### config.mk
export PLATFORM = sky130hd
export DESIGN_NAME = param_sync_fifo
export DESIGN_NICKNAME = d
export VERILOG_FILES = /design/src/rtl/fifo_pkg.sv /design/src/rtl/fifo_mem.sv /design/src/rtl/param_sync_fifo.sv
export SDC_FILE = /design/constraint.sdc
export NUM_CORES = 2
export LEC_CHECK = 0
export CORE_MARGIN = 2
export CORE_UTILIZATION = 45
export CTS_BUF_LIST = sky130_fd_sc_hd__clkbuf_4
export CTS_CLUSTER_DIAMETER = 100
export DETAILED_ROUTE_END_ITERATION = 8
export PLACE_DENSITY = 0.64
export RECOVER_POWER = 25
export SLEW_MARGIN = 40
export SYNTH_ARGS = -nofsm -noshare
export SYNTH_HDL_FRONTEND = slang
export SYNTH_SLANG_ARGS = --single-unit
### constraint.sdc
create_clock -name clk -period 5.5 [get_ports clk]
set_input_delay 0.825 -clock clk [delete_from_list [all_inputs] [get_ports clk]]
set_output_delay 0.825 -clock clk [all_outputs]
set_load 0.01 [all_outputs]
### src/rtl/fifo_pkg.sv
// Shared defaults for the synchronous FIFO family.
// Latency: n/a (constants only).
// Backpressure: n/a.
package fifo_pkg;

   localparam int FIFO_DEPTH      = 256;
   localparam int FIFO_DATA_WIDTH = 8;

endpackage

### src/rtl/fifo_mem.sv
// FIFO storage array: one synchronous write port, one asynchronous read port.
// Latency: write lands on the clock edge; read data follows rd_addr combinationally.
// Backpressure: none; the caller gates wr_en so only accepted writes arrive here.
module fifo_mem
   import fifo_pkg::*;
#(
   parameter int DEPTH      = FIFO_DEPTH,
   parameter int DATA_WIDTH = FIFO_DATA_WIDTH,
   parameter int ADDR_WIDTH = $clog2(DEPTH)
) (
   input  logic                  clk,
   input  logic                  wr_en,
   input  logic [ADDR_WIDTH-1:0] wr_addr,
   input  logic [DATA_WIDTH-1:0] wr_data,
   input  logic [ADDR_WIDTH-1:0] rd_addr,
   output logic [DATA_WIDTH-1:0] rd_data
);

   // Contents are deliberately left unreset so the array can map onto RAM.
   logic [DATA_WIDTH-1:0] mem_q [DEPTH];

   // Store the accepted write word.
   always_ff @(posedge clk) begin
      if (wr_en) begin
         mem_q[wr_addr] <= wr_data;
      end
   end

   assign rd_data = mem_q[rd_addr];

endmodule

### src/rtl/param_sync_fifo.sv
// Single-clock FIFO with level, almost-full/empty flags and overflow/underflow pulses.
// Latency: write visible after one edge; data_out registered (FWFT=0) or head-of-queue (FWFT=1).
// Backpressure: writes when full and reads when empty are dropped and flagged for one cycle.
module param_sync_fifo
   import fifo_pkg::*;
#(
   parameter int DEPTH      = FIFO_DEPTH,
   parameter int DATA_WIDTH = FIFO_DATA_WIDTH,
   parameter int ADDR_WIDTH = $clog2(DEPTH),
   parameter int AF_THRESH  = DEPTH - 2,
   parameter int AE_THRESH  = 2,
   parameter int FWFT       = 0
) (
   input  logic                  clk,
   input  logic                  rstn,
   input  logic                  wr_en,
   input  logic [DATA_WIDTH-1:0] data_in,
   input  logic                  rd_en,
   output logic [DATA_WIDTH-1:0] data_out,
   output logic                  full,
   output logic                  empty,
   output logic                  almost_full,
   output logic                  almost_empty,
   output logic [ADDR_WIDTH:0]   level,
   output logic                  overflow,
   output logic                  underflow
);

   // Pointers carry one extra wrap bit so full and empty are distinguishable.
   localparam int            PW      = ADDR_WIDTH + 1;
   localparam logic [PW-1:0] PTR_ONE = PW'(1);
   localparam logic [PW-1:0] AF_LVL  = PW'(AF_THRESH);
   localparam logic [PW-1:0] AE_LVL  = PW'(AE_THRESH);

   logic [PW-1:0]         wr_ptr_q, wr_ptr_d;
   logic [PW-1:0]         rd_ptr_q, rd_ptr_d;
   logic                  ovf_q, ovf_d;
   logic                  udf_q, udf_d;
   logic                  wr_acc, rd_acc;
   logic                  full_w, empty_w;
   logic [PW-1:0]         level_w;
   logic [DATA_WIDTH-1:0] mem_rd_data;

   // Flags come only from the pointer flops, so they settle right after each
   // edge (and immediately on reset) with no path from wr_en or rd_en.
   assign empty_w = (wr_ptr_q == rd_ptr_q);
   assign full_w  = (wr_ptr_q[ADDR_WIDTH] != rd_ptr_q[ADDR_WIDTH]) &&
                    (wr_ptr_q[ADDR_WIDTH-1:0] == rd_ptr_q[ADDR_WIDTH-1:0]);
   assign level_w = wr_ptr_q - rd_ptr_q;

   assign full         = full_w;
   assign empty        = empty_w;
   assign level        = level_w;
   assign almost_full  = (level_w >= AF_LVL);
   assign almost_empty = (level_w <= AE_LVL);
   assign overflow     = ovf_q;
   assign underflow    = udf_q;

   // Acceptance is judged on the pre-edge flags only: a same-cycle read never
   // frees space for a write, and a same-cycle write never feeds a read.
   always_comb begin
      wr_acc   = wr_en && !full_w;
      rd_acc   = rd_en && !empty_w;
      wr_ptr_d = wr_ptr_q;
      rd_ptr_d = rd_ptr_q;
      if (wr_acc) begin
         wr_ptr_d = wr_ptr_q + PTR_ONE;
      end
      if (rd_acc) begin
         rd_ptr_d = rd_ptr_q + PTR_ONE;
      end
      ovf_d = wr_en && full_w;
      udf_d = rd_en && empty_w;
   end

   // Pointer and error-pulse state; reset discards every held entry.
   always_ff @(posedge clk or negedge rstn) begin
      if (!rstn) begin
         wr_ptr_q <= '0;
         rd_ptr_q <= '0;
         ovf_q    <= 1'b0;
         udf_q    <= 1'b0;
      end else begin
         wr_ptr_q <= wr_ptr_d;
         rd_ptr_q <= rd_ptr_d;
         ovf_q    <= ovf_d;
         udf_q    <= udf_d;
      end
   end

   fifo_mem #(
      .DEPTH      (DEPTH),
      .DATA_WIDTH (DATA_WIDTH),
      .ADDR_WIDTH (ADDR_WIDTH)
   ) u_mem (
      .clk     (clk),
      .wr_en   (wr_acc),
      .wr_addr (wr_ptr_q[ADDR_WIDTH-1:0]),
      .wr_data (data_in),
      .rd_addr (rd_ptr_q[ADDR_WIDTH-1:0]),
      .rd_data (mem_rd_data)
   );

   if (FWFT == 0) begin : g_reg_out
      logic [DATA_WIDTH-1:0] dout_q, dout_d;

      // Capture the word being read; hold otherwise.
      always_comb begin
         dout_d = dout_q;
         if (rd_acc) begin
            dout_d = mem_rd_data;
         end
      end

      // Output register, cleared by reset.
      always_ff @(posedge clk or negedge rstn) begin
         if (!rstn) begin
            dout_q <= '0;
         end else begin
            dout_q <= dout_d;
         end
      end

      assign data_out = dout_q;
   end else begin : g_fwft_out
      // Head entry shown directly; forced to zero while empty so reset reads 0.
      assign data_out = empty_w ? '0 : mem_rd_data;
   end

endmodule

* After elaboration in Yosys (flattened, before gate mapping)
Memory sizes are Yosys's and may differ from the RTL's. A register that Yosys moved wholly into a read port is not among the register bits.
Cells that the tools add are included.
** Operators by class
- Add/sub/neg operators :: 3
- $lt $le $gt $ge :: 2
- Eq/ne operators :: 3
- Mux-type cells :: 2
- Reduce and logical (&&, ||, !) cells :: 8
** Operators by type and width (count)
- 9-bit by 1-bit adder with 9-bit output, second input constant :: 2
- 9-bit equality test :: 1
- 9-bit by 8-bit greater-or-equal comparator with 1-bit output, second input constant :: 1
- 9-bit by 2-bit <= comparator with 1-bit output, second input constant :: 1
- 9-bit subtractor :: 1
- 8-bit equality test :: 1
- 1-bit logical AND :: 5
- 1-bit logical NOT :: 3
- 1-bit two-way mux :: 2
- 1-bit inequality test :: 1
** Word-level totals
- Register bits :: 20
- RAM bits :: 2048
- Input bits :: 12
- Output and inout port bits :: 23
- Word-level logic and storage cells :: 23
- Memories kept :: 1
** Memories
- u_mem.mem_q :: words 256, width 8, rd ports 1, clocked after Yosys merged registers in 1, wr ports 1, RTL line fifo_mem.sv:20 : logic [DATA_WIDTH-1:0] mem_q [DEPTH];

* Depth between registers and ports, before layout
- Depth in word-level cells :: 6
- Mapped depth :: 16
- Mapped depth without buffers :: 10

* Hierarchy
From an unflattened synthesis, not the netlist that was laid out.
** Second synthesis, totals
- Cell total of the unflattened synthesis :: 3899
- Area total of the unflattened synthesis :: 81111.5 um2
** Modules (own cells, without submodules)
- fifo_mem :: times used 1, cells an instance 3725, area an instance 79396.1 um2
- param_sync_fifo :: times used 1, cells an instance 174, area an instance 1715.4 um2

* Least setup slack after synthesis
Ideal clock, no wire load.
- Kind :: register -> output
- From :: register rd_ptr_q[2]
- To :: output port almost_empty
- Arrival time :: 3.734 ns
- Required time :: 4.675 ns
- Slack :: 0.941 ns
- Stages on the path, launching flop included :: 15
- Path buffers :: 5
- Path through :: dfrtp_1 buf_2 clkinv_1 buf_2 buf_2 buf_2 buf_2 ha_1 nor2b_1 o21ai_1 a21oi_1 a211oi_1 xnor2_1 or4_1 a2111oi_0
** Between the ends
- Word-level cells in the longest chain between the ends :: 2
** RTL lines
- start, declared :: RTL line param_sync_fifo.sv:36 : logic [PW-1:0] rd_ptr_q, rd_ptr_d;
- start signal, assigned :: RTL line param_sync_fifo.sv:85 : rd_ptr_q <= rd_ptr_d;
- 9-bit subtractor :: RTL line param_sync_fifo.sv:49 : assign level_w = wr_ptr_q - rd_ptr_q;
- named net level[8] :: RTL line param_sync_fifo.sv:24 : output logic [ADDR_WIDTH:0] level,
- 9-bit by 2-bit <= comparator with 1-bit output :: RTL line param_sync_fifo.sv:55 : assign almost_empty = (level_w <= AE_LVL);
- end, declared :: RTL line param_sync_fifo.sv:23 : output logic almost_empty,
The timed path passes the listed nets, and every way through them passes these cells.

* Final worst setup path
- From :: register rd_ptr_q[0]
- To :: output port almost_empty
** Between the ends
- Word-level cells in the longest chain between the ends :: 2
** RTL lines (RTL line)
- 9-bit subtractor :: param_sync_fifo.sv:49
- 9-bit by 2-bit <= comparator with 1-bit output :: param_sync_fifo.sv:55
No other way between the ends.

==> metrics.md <==
| Metric | Value |
|---|---|
| Run status | `finished, violations left` |
| Violations in the final reports | `max-capacitance violations, max-slew violations` |
| Worst hold-check path type | `in2reg` |
| Required time at the endpoint of the critical path | `4680 ps` |
| Largest area contributor in the synthesized netlist | `sky130_fd_sc_hd__edfxtp_1` |
| Pwr dens | `480.8 mW/mm^2` |
| Drt initial violations | `4,556` |
| Sink count of the clock tree | `just over 2,000` |
| Final design utilization | `0.5094` |
| Critical path origin | `rd_ptr_q[0]` |
| Worst slew margin relative to its limit | `-2.565` |
| Minimum clock period | `around 5400 ps` |
| Clock latency at the later pin of the worst-skew pair | `1320 ps` |
| Commonest cells after routing, fill and taps aside | `2,048 x sky130_fd_sc_hd__edfxtp_1, 772 x sky130_fd_sc_hd__clkbuf_4, 493 x sky130_fd_sc_hd__mux4_2, 161 x sky130_fd_sc_hd__nor2_1, 159 x sky130_fd_sc_hd__mux2i_1` |
| Antenna-violating nets left | `0` |
| Per-cell routed wire length | `between 20 and 30 um` |
| Number of enable flip-flop cells after synthesis | `2,048` |
| Wire length of the first global-routing pass | `just under 300,000 um` |
| Post-layout net count | `4,292` |
| Startpoint of the worst register-to-register path | `rd_ptr_q[1]` |
| Final hold violation count | `0` |
| Pins Over Slew Limit | `~1,000` |
| Clock-pin slew of the registers on the worst-case setup and hold paths | `roughly 70 ps` |
| Post-synthesis area per instance | `21.31 um^2` |
| Cell-by-cell trace of the critical path | `ha_2, fa_2, nor2b_2, o21ai_2, a21oi_2, a211oi_2, xnor2_1, buf_4, or4_4, a2111oi_4, buf_4, buf_4` |
| Wire length after detailed routing | `206,900 um` |
| Largest stage delay on the critical path | `630 ps` |
| DRC | `0` |
| X dimension of the die | `427.6 um` |
| Half-perimeter wire length after detailed placement | `between 100,000 and 150,000 um` |
| Transition time of the tightest slew-check pin | `5347 ps` |
| Storage cell area | `0.06221 mm^2` |
| IR drop worst, VDD | `around 0.00053 V` |
| Area share of the leading cell type in the synthesized netlist | `0.7615` |
| Cell with the largest stage delay on the worst path | `sky130_fd_sc_hd__a2111oi_4` |
| Final setup skew | `100.3 ps` |
| Type of element capturing the critical path | `output pin` |
| Die Area | `0.1829 mm^2` |
| Drt via density | `5.942` |
| Timing-limited maximum frequency | `186.9 MHz` |
| Number of vias after detailed routing | `around 41,000` |
| Number of buffers created by CTS | `545` |
| Warnings, synthesis | `0` |
| Seq/Total Area, Yosys | `0.7702` |
| Total grt overflow | `0` |
| Buffers from clock root to sink, at most | `4` |
| Worst slack after detailed placement | `729.4 ps` |
| Initial antenna violation count | `8` |
| Max-Cap Viols | `15` |
| Top cell family by delay on the critical path | `compound AO/OA/AOI/OAI gates` |
| Number of buffer and inverter instances along the worst setup path | `3` |
| Number of failing setup endpoints in the final timing report | `0` |
| Arrival time reported for the critical path endpoint | `4530 ps` |
| Area of the multi-input gates | `0.01786 mm^2` |
| Setup WS post-layout | `149.4 ps` |
| Async set or reset register ratio after synthesis | `0.01349` |
| Library cell appearing most often on the critical path | `sky130_fd_sc_hd__buf_4` |
| Standard-cell rows | `approximately 160` |
| Count of input and output buffers | `34` |
| Commonest non-fill, non-tap cell in the layout | `sky130_fd_sc_hd__edfxtp_1` |
| Maximum number of pins on one net before global-route repair | `151` |
| Leakage power figure | `0.02877 uW` |
| Cells after Synth | `3,790` |
| Most used flip-flop cell after synthesis | `sky130_fd_sc_hd__edfxtp_1` |
| Chip height | `around 430 um` |
| Number of ports placed on the die boundary | `35` |
| Fraction of layout instances using a drive strength above 1 | `0.3486` |
| Combined area of all synthesized cells | `0.08076 mm^2` |
| Number of global-route vias before repair | `42,540` |
| Final Wtd Congestion | `about 0.9` |
| Hold Crit Start | `rd_en` |
| Clock tree from TritonCTS | `built` |
| Clk root buf | `sky130_fd_sc_hd__clkbuf_4` |
| Gr usage total | `0.2274` |
| Startpoint Class | `flop` |
| Main area contributors after synthesis | `sky130_fd_sc_hd__edfxtp_1 76%, sky130_fd_sc_hd__mux4_2 14%, sky130_fd_sc_hd__mux2i_1 2.0%` |
| Depth of the CTS H-tree | `6` |
| Number of synthesized register bits | `roughly 2,100` |
| Number of filler instances in the final layout | `14,358` |
| WHS | `438.7 ps` |
| CP Class | `reg2out` |
| Worst-path maximum fanout | `3` |
| Post-synthesis to final-layout area growth | `12.55%` |
| Starting Density | `0.4526` |
| Placeable Area | `between 0.15 and 0.2 mm^2` |
| Detailed-router iteration count before antenna repair | `6` |
| Synthesized net count | `roughly 3,800` |
| Share of the clock period used by the worst path after layout | `0.9728` |
| Cell variety after synth | `61` |
[power by group]
part | switching, uW | internal (uW) | leakage, uW
combinational | 7780 | 5160 | 0.00613
clock | 6090 | 6870 | 0.00390
sequential | 172 | 17600 | 0.0187
total | 14000 | 29700 | 0.0288
[worst register-to-register path, cell delays in order, from the launching register on]
cell and delay [ps]:
sky130_fd_sc_hd__dfrtp_4 510, sky130_fd_sc_hd__buf_4 680, sky130_fd_sc_hd__buf_4 680, sky130_fd_sc_hd__mux4_2 450
sky130_fd_sc_hd__mux2i_1 460, sky130_fd_sc_hd__o21ai_0 380, sky130_fd_sc_hd__a2111oi_0 670, sky130_fd_sc_hd__a211o_1 340
sky130_fd_sc_hd__a41oi_1 160
[path summary, 6_finish.rpt]
| path | endpoint | slack [ps] | cells past startpoint |
|---|---|---|---|
| hold / removal | underflow | 440 | 2 |
| setup / recovery | almost_empty | 150 | 12 |
| hold reg to reg | rd_ptr_q[8] | 550 | 1 |
| min in group asynchronous | data_out[4] | 570 | 2 |
| max in group asynchronous | rd_ptr_q[1] | 3690 | 2 |
| setup reg to reg | data_out[4] | 1050 | 8 |
[layout make-up]
cell class / count / share of cell area
antenna: 9 / 0.0002478
clock buffer: 772 / 0.06376
clock inverter: 104 / 0.007461
inverter: 17 / 0.0007709
multi-input combinational: 1481 / 0.1965
sequential: 2076 / 0.6845
tap: 2355 / 0.03242
timing repair buffer: 145 / 0.01433
[through the flow]
step,instance area (um^2),setup TNS (ps),total power (uW),cells
after detailed placement,84200,0,31020,6058
after global placement,83800,0,30850,6055
after global routing,90890,-8.995,45410,6959
after CTS,90790,0,44000,6944
after floorplan,80760,0,26280,3790
final,90890,0,43700,6959
[per-layer routing]
metal  share of wire  wire length (um)  global-route usage
met5         0.00022                46                   0
met3           0.091             18770             0.05734
met4           0.037              7706             0.09661
met1            0.40             82510              0.3117
met2            0.47             97810              0.3490
[synthesized netlist by cell type (all sizes together) (15+ instances only)]
master  count
o22ai      52
a211oi     36
a21oi      28
inv        16
a22oi      27
xnor2      16
clkbuf    102
o21ai      38
nor2      298
nor3       23
nand3      43
and2       15
mux4      493
mux2i     159
nand2      74
nor2b      21
a221oi     31
dfrtp      28
o221ai     15
buf       114
edfxtp   2048
[cell families (layout without fill, tap and decap cells)]
kind of cell    count (synthesis)  after routing  synth area share
flops                        2076           2076            0.7702
mux                           659            659            0.1582
simple gates                  493            493           0.02570
compound gates                294            294           0.02597
buf+inv                       233           1038           0.01546
xor+xnor                       21             21          0.002277
fa+ha+maj                      14             14          0.002262
other cells                     0              9                 0
[flip-flops by register name (all words and copies together) (netlist names)]
name / cells
rd_ptr_q: 9
u_mem.mem_q: 2048
wr_ptr_q: 9
data_out: 8
underflow: 1
overflow: 1
[what timing repair did]
item	CTS	global route
resized for setup	14	0
setup buffers	4	0
hold buffers	6	2
setup endpoints to repair	3	0
hold endpoints to repair	219	90
Note: power is estimated with default switching activity, not from simulation.
